## config.mk

```make
export PLATFORM = sky130hd
export DESIGN_NAME = multicycle_controller_flat
export DESIGN_NICKNAME = d
export VERILOG_FILES = /design/src/rtl/multicycle_controller_if.sv /design/src/rtl/multicycle_controller.sv /design/src/flat_wrapper.sv
export SDC_FILE = /design/constraint.sdc
export NUM_CORES = 1
export LEC_CHECK = 0
export ABC_AREA = 0
export CAP_MARGIN = 40
export CORE_MARGIN = 2
export CORE_UTILIZATION = 33
export CTS_BUF_LIST = sky130_fd_sc_hd__clkbuf_8 sky130_fd_sc_hd__clkbuf_16
export DETAILED_ROUTE_END_ITERATION = 16
export PLACE_DENSITY = 0.79
export SLEW_MARGIN = 20
export SYNTH_ARGS = -nofsm -noshare
export SYNTH_HDL_FRONTEND = slang
export SYNTH_SLANG_ARGS = --single-unit
```

## constraint.sdc

```tcl
create_clock -name clk -period 1.6 [get_ports clk]
set_input_delay 0.32 -clock clk [delete_from_list [all_inputs] [get_ports clk]]
set_output_delay 0.32 -clock clk [all_outputs]
set_load 0.05 [all_outputs]
```

## src/rtl/multicycle_controller_if.sv

```systemverilog
// Control bus between the multicycle controller and the RV32I datapath.
// Carries the decoded instruction fields and ALU flag into the controller,
// and carries the per-state datapath controls back out.
interface multicycle_controller_if;
  // Instruction fields and flags produced by the datapath
  logic [6:0] op;
  logic [2:0] funct3;
  logic       funct7b5;
  logic       zero;

  // Datapath controls produced by the controller
  logic       PCWrite;
  logic       AdrSrc;
  logic       MemWrite;
  logic       IRWrite;
  logic       RegWrite;
  logic [1:0] ResultSrc;
  logic [1:0] ALUSrcA;
  logic [1:0] ALUSrcB;
  logic [1:0] ImmSrc;
  logic [2:0] ALUControl;
  logic [3:0] state;
  logic       illegal_op;

  // Controller side: consumes instruction fields, drives the controls
  modport master (
    input  op, funct3, funct7b5, zero,
    output PCWrite, AdrSrc, MemWrite, IRWrite, RegWrite,
    output ResultSrc, ALUSrcA, ALUSrcB, ImmSrc, ALUControl,
    output state, illegal_op
  );

  // Datapath side: supplies instruction fields, obeys the controls
  modport slave (
    output op, funct3, funct7b5, zero,
    input  PCWrite, AdrSrc, MemWrite, IRWrite, RegWrite,
    input  ResultSrc, ALUSrcA, ALUSrcB, ImmSrc, ALUControl,
    input  state, illegal_op
  );
endinterface

```

## src/rtl/multicycle_controller.sv

```systemverilog
// Multicycle RV32I subset controller (lw, sw, R-type, I-ALU, beq, jal).
// A Moore main FSM sequences each instruction through 3..5 states; the
// ALU decoder and immediate-select decoder are purely combinational.
// Write enables are gated off while reset is asserted so an abandoned
// instruction can never commit architectural state.
module multicycle_controller (
  input  logic                    clk,
  input  logic                    reset,
  multicycle_controller_if.master bus
);

  typedef enum logic [3:0] {
    S_FETCH    = 4'd0,
    S_DECODE   = 4'd1,
    S_MEMADR   = 4'd2,
    S_MEMREAD  = 4'd3,
    S_MEMWB    = 4'd4,
    S_MEMWRITE = 4'd5,
    S_EXECUTER = 4'd6,
    S_EXECUTEI = 4'd7,
    S_ALUWB    = 4'd8,
    S_BEQ      = 4'd9,
    S_JAL      = 4'd10
  } state_t;

  localparam logic [6:0] OP_LW   = 7'b0000011;
  localparam logic [6:0] OP_SW   = 7'b0100011;
  localparam logic [6:0] OP_R    = 7'b0110011;
  localparam logic [6:0] OP_IALU = 7'b0010011;
  localparam logic [6:0] OP_BEQ  = 7'b1100011;
  localparam logic [6:0] OP_JAL  = 7'b1101111;

  localparam logic [1:0] ALUOP_ADD  = 2'b00;
  localparam logic [1:0] ALUOP_SUB  = 2'b01;
  localparam logic [1:0] ALUOP_FUNC = 2'b10;

  // True for every opcode this controller knows how to sequence.
  function automatic logic op_supported(input logic [6:0] op);
    case (op)
      OP_LW, OP_SW, OP_R, OP_IALU, OP_BEQ, OP_JAL: op_supported = 1'b1;
      default:                                     op_supported = 1'b0;
    endcase
  endfunction

  // Immediate format is a function of the opcode alone, so the extender
  // is already set up for whichever state consumes ImmExt.
  function automatic logic [1:0] imm_src_dec(input logic [6:0] op);
    case (op)
      OP_LW, OP_IALU: imm_src_dec = 2'b00;
      OP_SW:          imm_src_dec = 2'b01;
      OP_BEQ:         imm_src_dec = 2'b10;
      OP_JAL:         imm_src_dec = 2'b11;
      default:        imm_src_dec = 2'b00;
    endcase
  endfunction

  // ALU operation from ALUOp and the funct fields. Subtraction needs both
  // funct7b5 and op[5]: addi with a negative immediate also has bit 30 set,
  // but op[5]=0 distinguishes it from an R-type sub.
  function automatic logic [2:0] alu_dec(input logic [1:0] alu_op,
                                         input logic [2:0] funct3,
                                         input logic       op5,
                                         input logic       funct7b5);
    case (alu_op)
      ALUOP_ADD: alu_dec = 3'b000;
      ALUOP_SUB: alu_dec = 3'b001;
      ALUOP_FUNC: begin
        case (funct3)
          3'b000:  alu_dec = (op5 && funct7b5) ? 3'b001 : 3'b000;
          3'b010:  alu_dec = 3'b101;
          3'b110:  alu_dec = 3'b011;
          3'b111:  alu_dec = 3'b010;
          default: alu_dec = 3'b000;
        endcase
      end
      default: alu_dec = 3'b000;
    endcase
  endfunction

  state_t     state_q, state_d;

  logic       pc_update;
  logic       branch;
  logic       adr_src;
  logic       mem_write_raw;
  logic       ir_write_raw;
  logic       reg_write_raw;
  logic [1:0] result_src;
  logic [1:0] alu_src_a;
  logic [1:0] alu_src_b;
  logic [1:0] alu_op;

  // State register; reset abandons any instruction in flight.
  always_ff @(posedge clk or posedge reset) begin
    if (reset) begin
      state_q <= S_FETCH;
    end else begin
      state_q <= state_d;
    end
  end

  // Next-state logic; unused encodings fall back to FETCH.
  always_comb begin
    state_d = S_FETCH;
    case (state_q)
      S_FETCH:  state_d = S_DECODE;
      S_DECODE: begin
        case (bus.op)
          OP_LW, OP_SW: state_d = S_MEMADR;
          OP_R:         state_d = S_EXECUTER;
          OP_IALU:      state_d = S_EXECUTEI;
          OP_BEQ:       state_d = S_BEQ;
          OP_JAL:       state_d = S_JAL;
          default:      state_d = S_FETCH;
        endcase
      end
      S_MEMADR:   state_d = (bus.op == OP_LW) ? S_MEMREAD : S_MEMWRITE;
      S_MEMREAD:  state_d = S_MEMWB;
      S_MEMWB:    state_d = S_FETCH;
      S_MEMWRITE: state_d = S_FETCH;
      S_EXECUTER: state_d = S_ALUWB;
      S_EXECUTEI: state_d = S_ALUWB;
      S_JAL:      state_d = S_ALUWB;
      S_ALUWB:    state_d = S_FETCH;
      S_BEQ:      state_d = S_FETCH;
      default:    state_d = S_FETCH;
    endcase
  end

  // Moore outputs per state; anything not set in a state stays 0.
  always_comb begin
    pc_update     = 1'b0;
    branch        = 1'b0;
    adr_src       = 1'b0;
    mem_write_raw = 1'b0;
    ir_write_raw  = 1'b0;
    reg_write_raw = 1'b0;
    result_src    = 2'b00;
    alu_src_a     = 2'b00;
    alu_src_b     = 2'b00;
    alu_op        = ALUOP_ADD;
    case (state_q)
      S_FETCH: begin
        ir_write_raw = 1'b1;
        alu_src_a    = 2'b00;
        alu_src_b    = 2'b10;
        result_src   = 2'b10;
        pc_update    = 1'b1;
      end
      S_DECODE: begin
        alu_src_a = 2'b01;
        alu_src_b = 2'b01;
      end
      S_MEMADR: begin
        alu_src_a = 2'b10;
        alu_src_b = 2'b01;
      end
      S_MEMREAD: begin
        result_src = 2'b00;
        adr_src    = 1'b1;
      end
      S_MEMWB: begin
        result_src    = 2'b01;
        reg_write_raw = 1'b1;
      end
      S_MEMWRITE: begin
        result_src    = 2'b00;
        adr_src       = 1'b1;
        mem_write_raw = 1'b1;
      end
      S_EXECUTER: begin
        alu_src_a = 2'b10;
        alu_src_b = 2'b00;
        alu_op    = ALUOP_FUNC;
      end
      S_EXECUTEI: begin
        alu_src_a = 2'b10;
        alu_src_b = 2'b01;
        alu_op    = ALUOP_FUNC;
      end
      S_ALUWB: begin
        result_src    = 2'b00;
        reg_write_raw = 1'b1;
      end
      S_BEQ: begin
        alu_src_a  = 2'b10;
        alu_src_b  = 2'b00;
        alu_op     = ALUOP_SUB;
        result_src = 2'b00;
        branch     = 1'b1;
      end
      S_JAL: begin
        alu_src_a  = 2'b01;
        alu_src_b  = 2'b10;
        result_src = 2'b00;
        pc_update  = 1'b1;
      end
      default: ;
    endcase
  end

  // Branch resolution, reset gating of write enables and field decoders.
  always_comb begin
    bus.PCWrite    = ~reset & (pc_update | (branch & bus.zero));
    bus.IRWrite    = ~reset & ir_write_raw;
    bus.MemWrite   = ~reset & mem_write_raw;
    bus.RegWrite   = ~reset & reg_write_raw;
    bus.AdrSrc     = adr_src;
    bus.ResultSrc  = result_src;
    bus.ALUSrcA    = alu_src_a;
    bus.ALUSrcB    = alu_src_b;
    bus.ImmSrc     = imm_src_dec(bus.op);
    bus.ALUControl = alu_dec(alu_op, bus.funct3, bus.op[5], bus.funct7b5);
    bus.state      = state_q;
    bus.illegal_op = ~reset & (state_q == S_DECODE) & ~op_supported(bus.op);
  end

endmodule

```

## src/flat_wrapper.sv

```systemverilog
// flat-port wrapper written by rule: the top's interface ports become plain ports
module multicycle_controller_flat 
  (clk, reset, bus_op, bus_funct3, bus_funct7b5, bus_zero, bus_PCWrite, bus_AdrSrc, bus_MemWrite, bus_IRWrite, bus_RegWrite, bus_ResultSrc, bus_ALUSrcA, bus_ALUSrcB, bus_ImmSrc, bus_ALUControl, bus_state, bus_illegal_op);
  multicycle_controller_if bus_i ();
  input  logic clk;
  input  logic reset;
  input wire logic [$bits(bus_i.op)-1:0] bus_op;
  input wire logic [$bits(bus_i.funct3)-1:0] bus_funct3;
  input wire logic [$bits(bus_i.funct7b5)-1:0] bus_funct7b5;
  input wire logic [$bits(bus_i.zero)-1:0] bus_zero;
  output wire logic [$bits(bus_i.PCWrite)-1:0] bus_PCWrite;
  output wire logic [$bits(bus_i.AdrSrc)-1:0] bus_AdrSrc;
  output wire logic [$bits(bus_i.MemWrite)-1:0] bus_MemWrite;
  output wire logic [$bits(bus_i.IRWrite)-1:0] bus_IRWrite;
  output wire logic [$bits(bus_i.RegWrite)-1:0] bus_RegWrite;
  output wire logic [$bits(bus_i.ResultSrc)-1:0] bus_ResultSrc;
  output wire logic [$bits(bus_i.ALUSrcA)-1:0] bus_ALUSrcA;
  output wire logic [$bits(bus_i.ALUSrcB)-1:0] bus_ALUSrcB;
  output wire logic [$bits(bus_i.ImmSrc)-1:0] bus_ImmSrc;
  output wire logic [$bits(bus_i.ALUControl)-1:0] bus_ALUControl;
  output wire logic [$bits(bus_i.state)-1:0] bus_state;
  output wire logic [$bits(bus_i.illegal_op)-1:0] bus_illegal_op;
  assign bus_i.op = bus_op;
  assign bus_i.funct3 = bus_funct3;
  assign bus_i.funct7b5 = bus_funct7b5;
  assign bus_i.zero = bus_zero;
  assign bus_PCWrite = bus_i.PCWrite;
  assign bus_AdrSrc = bus_i.AdrSrc;
  assign bus_MemWrite = bus_i.MemWrite;
  assign bus_IRWrite = bus_i.IRWrite;
  assign bus_RegWrite = bus_i.RegWrite;
  assign bus_ResultSrc = bus_i.ResultSrc;
  assign bus_ALUSrcA = bus_i.ALUSrcA;
  assign bus_ALUSrcB = bus_i.ALUSrcB;
  assign bus_ImmSrc = bus_i.ImmSrc;
  assign bus_ALUControl = bus_i.ALUControl;
  assign bus_state = bus_i.state;
  assign bus_illegal_op = bus_i.illegal_op;
  multicycle_controller u_core (.clk(clk), .reset(reset), .bus(bus_i));
endmodule
```

==> out/results.tsv, run 1 <==
metric	value	unit
Clock Path Buffers	2	
postcts setup bufs	10	
Root Buffer	clkbuf_8	
ys flop type	dfrtp_1	
# rows	15	
DP Cell Count	156	
CTS Sinks	4	
H-Tree Level Count	1	
Die Wd	46.9	µm
Placer Congestion	0.807	
I/O Buffers	34	
Synth Warn #	0	
Syn Inst Count	80	
Post-CTS Hold Fix Bufs	0	
Post-CTS Resized	49	
FF+latch count, synth	4	
synth unique cells	39	
EDFF count, synth	0	
DP Area	1500	µm²
cts bufs inserted	3	
Seq/Total Area, Yosys	16.5	%
syn avg cell area	7.59	µm²
I/O Pins	35	
Stopped at	4_1_cts	
Initial Util	35.1	%
tool error	[ERROR DPL-0038] Utilization greater than 100%, impossible to legalize	
Syn Nets	96	
Syn Std Cell Area	607	µm²
status	did not finish	
post-DP HPWL	1.95	mm
share of async-settable or async-resettable flops after synthesis	100	%
die height	46.9	µm
synth_stat cells, types with 2 or more instances:
master    n  area [µm²]
a21oi_1   4        20.0
nor2b_1   3        18.8
nor3b_1   3        22.5
o21ai_0   4        20.0
dfrtp_1   4         100
buf_2     5        25.0
nand3b_1  2        15.0
nor2_1    6        22.5
nand2b_1  5        31.3
nor4_1    3        18.8
xnor2_1   3        26.3
nor3_1    4        20.0
inv_1     4        15.0
and3_1    2        12.5
nand2_1   2        7.51
ha_1      2        25.0
xor2_1    2        17.5
cells by family after synthesis:
logic type                 after synthesis  share of synthesized area, %
adders and majority gates                2                          4.12
buffers and inverters                   11                          9.07
AOI/OAI and AO/OA                       19                          23.5
and+or+nand+nor                         39                          39.6
xor gates and xnor gates                 5                          7.22
DFF                                      4                          16.5
through the flow:
| step | util, % | TNS [ps] | setup WS [ps] |
|---|---|---|---|
| global placement | 87.1 | -2250 | -303 |
| floorplan | - | -4350 | -622 |
| detailed placement | 87.1 | -2640 | -360 |
==> run 2, diff against run 1 <==
- CORE_AREA: not set -> 2 2 63 65
- CORE_MARGIN: 2 -> not set
- CORE_UTILIZATION: 33 -> not set
- CTS_BUF_LIST: sky130_fd_sc_hd__clkbuf_8 sky130_fd_sc_hd__clkbuf_16 -> not set
- DIE_AREA: not set -> 0 0 65 67
- PLACE_DENSITY: 0.79 -> not set
- PLACE_DENSITY_LB_ADDON: not set -> 0.15
- clock period: 1.6 -> 2.1 ns (I/O delays scaled with it)
==> out/results.tsv, run 2 <==
metric	value	unit
Syn Nets	96	
Post-CTS Hold Fix Bufs	0	
uppermost routed layer	met4	
final setup fails	0	
Largest register FFs	4	
fin crit share	99.3	%
final net count	141	
fmax	0.480	GHz
Startpoint Class	register	
total die area	4360	µm²
R2R Setup Slk	640	ps
top post-synthesis cells by area	dfrtp_1, nand2b_1, xnor2_1, buf_2, ha_1	
P_leak	0.545	nW
Slew @ Worst Pin	353	ps
EDFF count, synth	0	
Pwr Density	811	nW/µm²
RSZ-0062 raised after global routing	true	
synth unique cells	39	
n_diodes	0	
I/O Pins	35	
maxcap violations	0	
die height	67	µm
Setup WS pre-CTS	-42.9	ps
crit-path cells	nand2b_4 -> nor2_4 -> inv_2 -> ha_1 -> nor2b_1 -> o21ai_1 -> a21oi_4 -> buf_12	
Placer Congestion	0.677	
All-Layer GR Usage	10.1	%
Pre-Repair DR Iteration Count	4	
commonest non-fill, non-tap cell in the layout	buf_4	
CP max stage delay	400	ps
ys flop type	dfrtp_1	
initial antenna violation count	0	
Synth top area share	16.5	%
DRT Wirelength	2.03	mm
final hold vios	0	
Initial Util	16.8	%
crit path time final	2090	ps
Worst EP arrival	1670	ps
drc violations	0	
share of cells above drive strength 1	52.0	%
Syn Std Cell Area	607	µm²
WS Path Type	register to output pin	
H-Tree Level Count	1	
Post-DRT Antenna Nets	0	
top-count cell post-synth	nor2_1	
vias in the first global route	726	
cts bufs inserted	3	
largest area contributor in the netlist	dfrtp_1	
Syn Inst Count	80	
Metal-1 WL	872	µm
DR WL met3	172	µm
R2R depth	3	
critical path peak fanout	3	
largest net degree at the start of global routing	18	
Core Box Area	3610	µm²
share of async-settable or async-resettable flops after synthesis	100	%
metal2 WL	976	µm
DR vias/cell	4.40	
Starting DRT DRC Count	7	
Seq/Total Area, Yosys	16.5	%
Synth Warn #	0	
Critical Path End Type	output pin	
post-DP HPWL	1.61	mm
Clock Path Buffers	2	
r2r startpoint	u_core.bus.state[0]$_DFF_PP0_	
vias post-DR	752	
Layout Skew	0.609	ps
syn avg cell area	7.59	µm²
FF+latch count, synth	4	
# rows	22	
Die Wd	65	µm
Slew Viols, Final	0	
Root Buffer	clkbuf_8	
postcts setup bufs	0	
Area Growth Syn to Fin	133	%
CTS tree	done	
Hold Path Class	input pin to asynchronous set/reset pin	
total grt overflow	0	
Slowest-stage cell, CP	dfrtp_2	
slew margin rel.	76.3	%
status	finished clean	
later-pin clock latency in the skew report	210	ps
worst vdd ir	452	µV
first-pass GRT wire length	3.33	mm
CTS Sinks	4	
post-layout util	39.3	%
CTS clk-pin slew, worst paths	30	ps
I/O Buffers	34	
final worst slack	14.9	ps
Worst R2R End	u_core.bus.state[1]$_DFF_PP0_	
Worst EP required	1680	ps
most frequent cells in the layout	buf_4, buf_12, clkdlybuf4s50_1, nor2_1, dfrtp_2	
synth cell count leaders	nor2_1, buf_2, nand2b_1	
Wirelength per Cell	11.9	µm
run 2: cell counts after synthesis:
Identical to the previous run, type by type.
run 2: cell families (layout without fill, tap and decap cells):
logic type,count (synthesis),after routing,share of synthesized area [%]
compound gates,19,19,23.5
xor+xnor,5,5,7.22
fa+ha+maj,2,2,4.12
buf+inv,11,54,9.07
flops,4,4,16.5
simple gates,39,39,39.6
run 2: worst max-delay path by stage:
| stage | startpoint | to | slack [ps] |
|---|---|---|---|
| 2_1_floorplan | u_core.bus.state[2]$_DFF_PP0_ | bus_ALUControl[2] | -230 |
| 3_3_place_gp | bus_op[4] | bus_illegal_op | -30 |
| 3_5_place_dp | bus_op[3] | bus_illegal_op | -40 |
| 4_1_cts | u_core.bus.state[2]$_DFF_PP0_ | bus_ALUControl[0] | -10 |
| 5_1_grt | u_core.bus.state[2]$_DFF_PP0_ | bus_ALUControl[0] | -60 |
| 6_report | u_core.bus.state[2]$_DFF_PP0_ | bus_ALUControl[0] | 10 |
run 2: area by class of cell:
cell class	count	area (µm²)
Timing Repair Buffer	47	592
Inverter	4	15.0
Fill cell	376	2190
Tap cell	48	60.1
Sequential cell	4	105
Multi-Input combinational cell	65	603
Clock buffer	3	41.3
run 2: per-stage QoR:
stage / TNS (ps) / std cells / hold WS [ps] / instance area [µm²] / total power [mW]
after floorplan: -728 / 80 / 186 / 738 / 0.606
after global placement: -46.4 / 168 / 735 / 1330 / 0.991
after detailed placement: -72.3 / 168 / 731 / 1330 / 0.986
after CTS: -11.8 / 171 / 591 / 1390 / 1.16
after global routing: -126 / 171 / 622 / 1420 / 1.21
final: 0 / 171 / 584 / 1420 / 1.15
run 2: report_power, final:
part           internal, mW  switching, mW
sequential           0.0911         0.0108
combinational         0.400          0.489
clock                 0.122         0.0368
run 2: worst max-delay path: cells and delay by family (launching register included):
kind,cells,cell delay (ps)
simple gates,3,420
compound gates,2,220
flops,1,400
buf+inv,2,200
fa+ha+maj,1,210
run 2: layer usage:
| metal | GRT usage, % | vias to the layer above |
|---|---|---|
| met4 | 5.59 | 0 |
| met3 | 3.89 | 2 |
| met2 | 16.5 | 29 |
| met5 | 0 | - |
| li1 | - | 380 |
| met1 | 11.4 | 341 |
run 2: repair_timing:
item,in CTS,in global routing
setup endpoints to repair,4,4
pin swaps,3,2
resized for setup,9,6
Power figures use the tool's default switching activity.
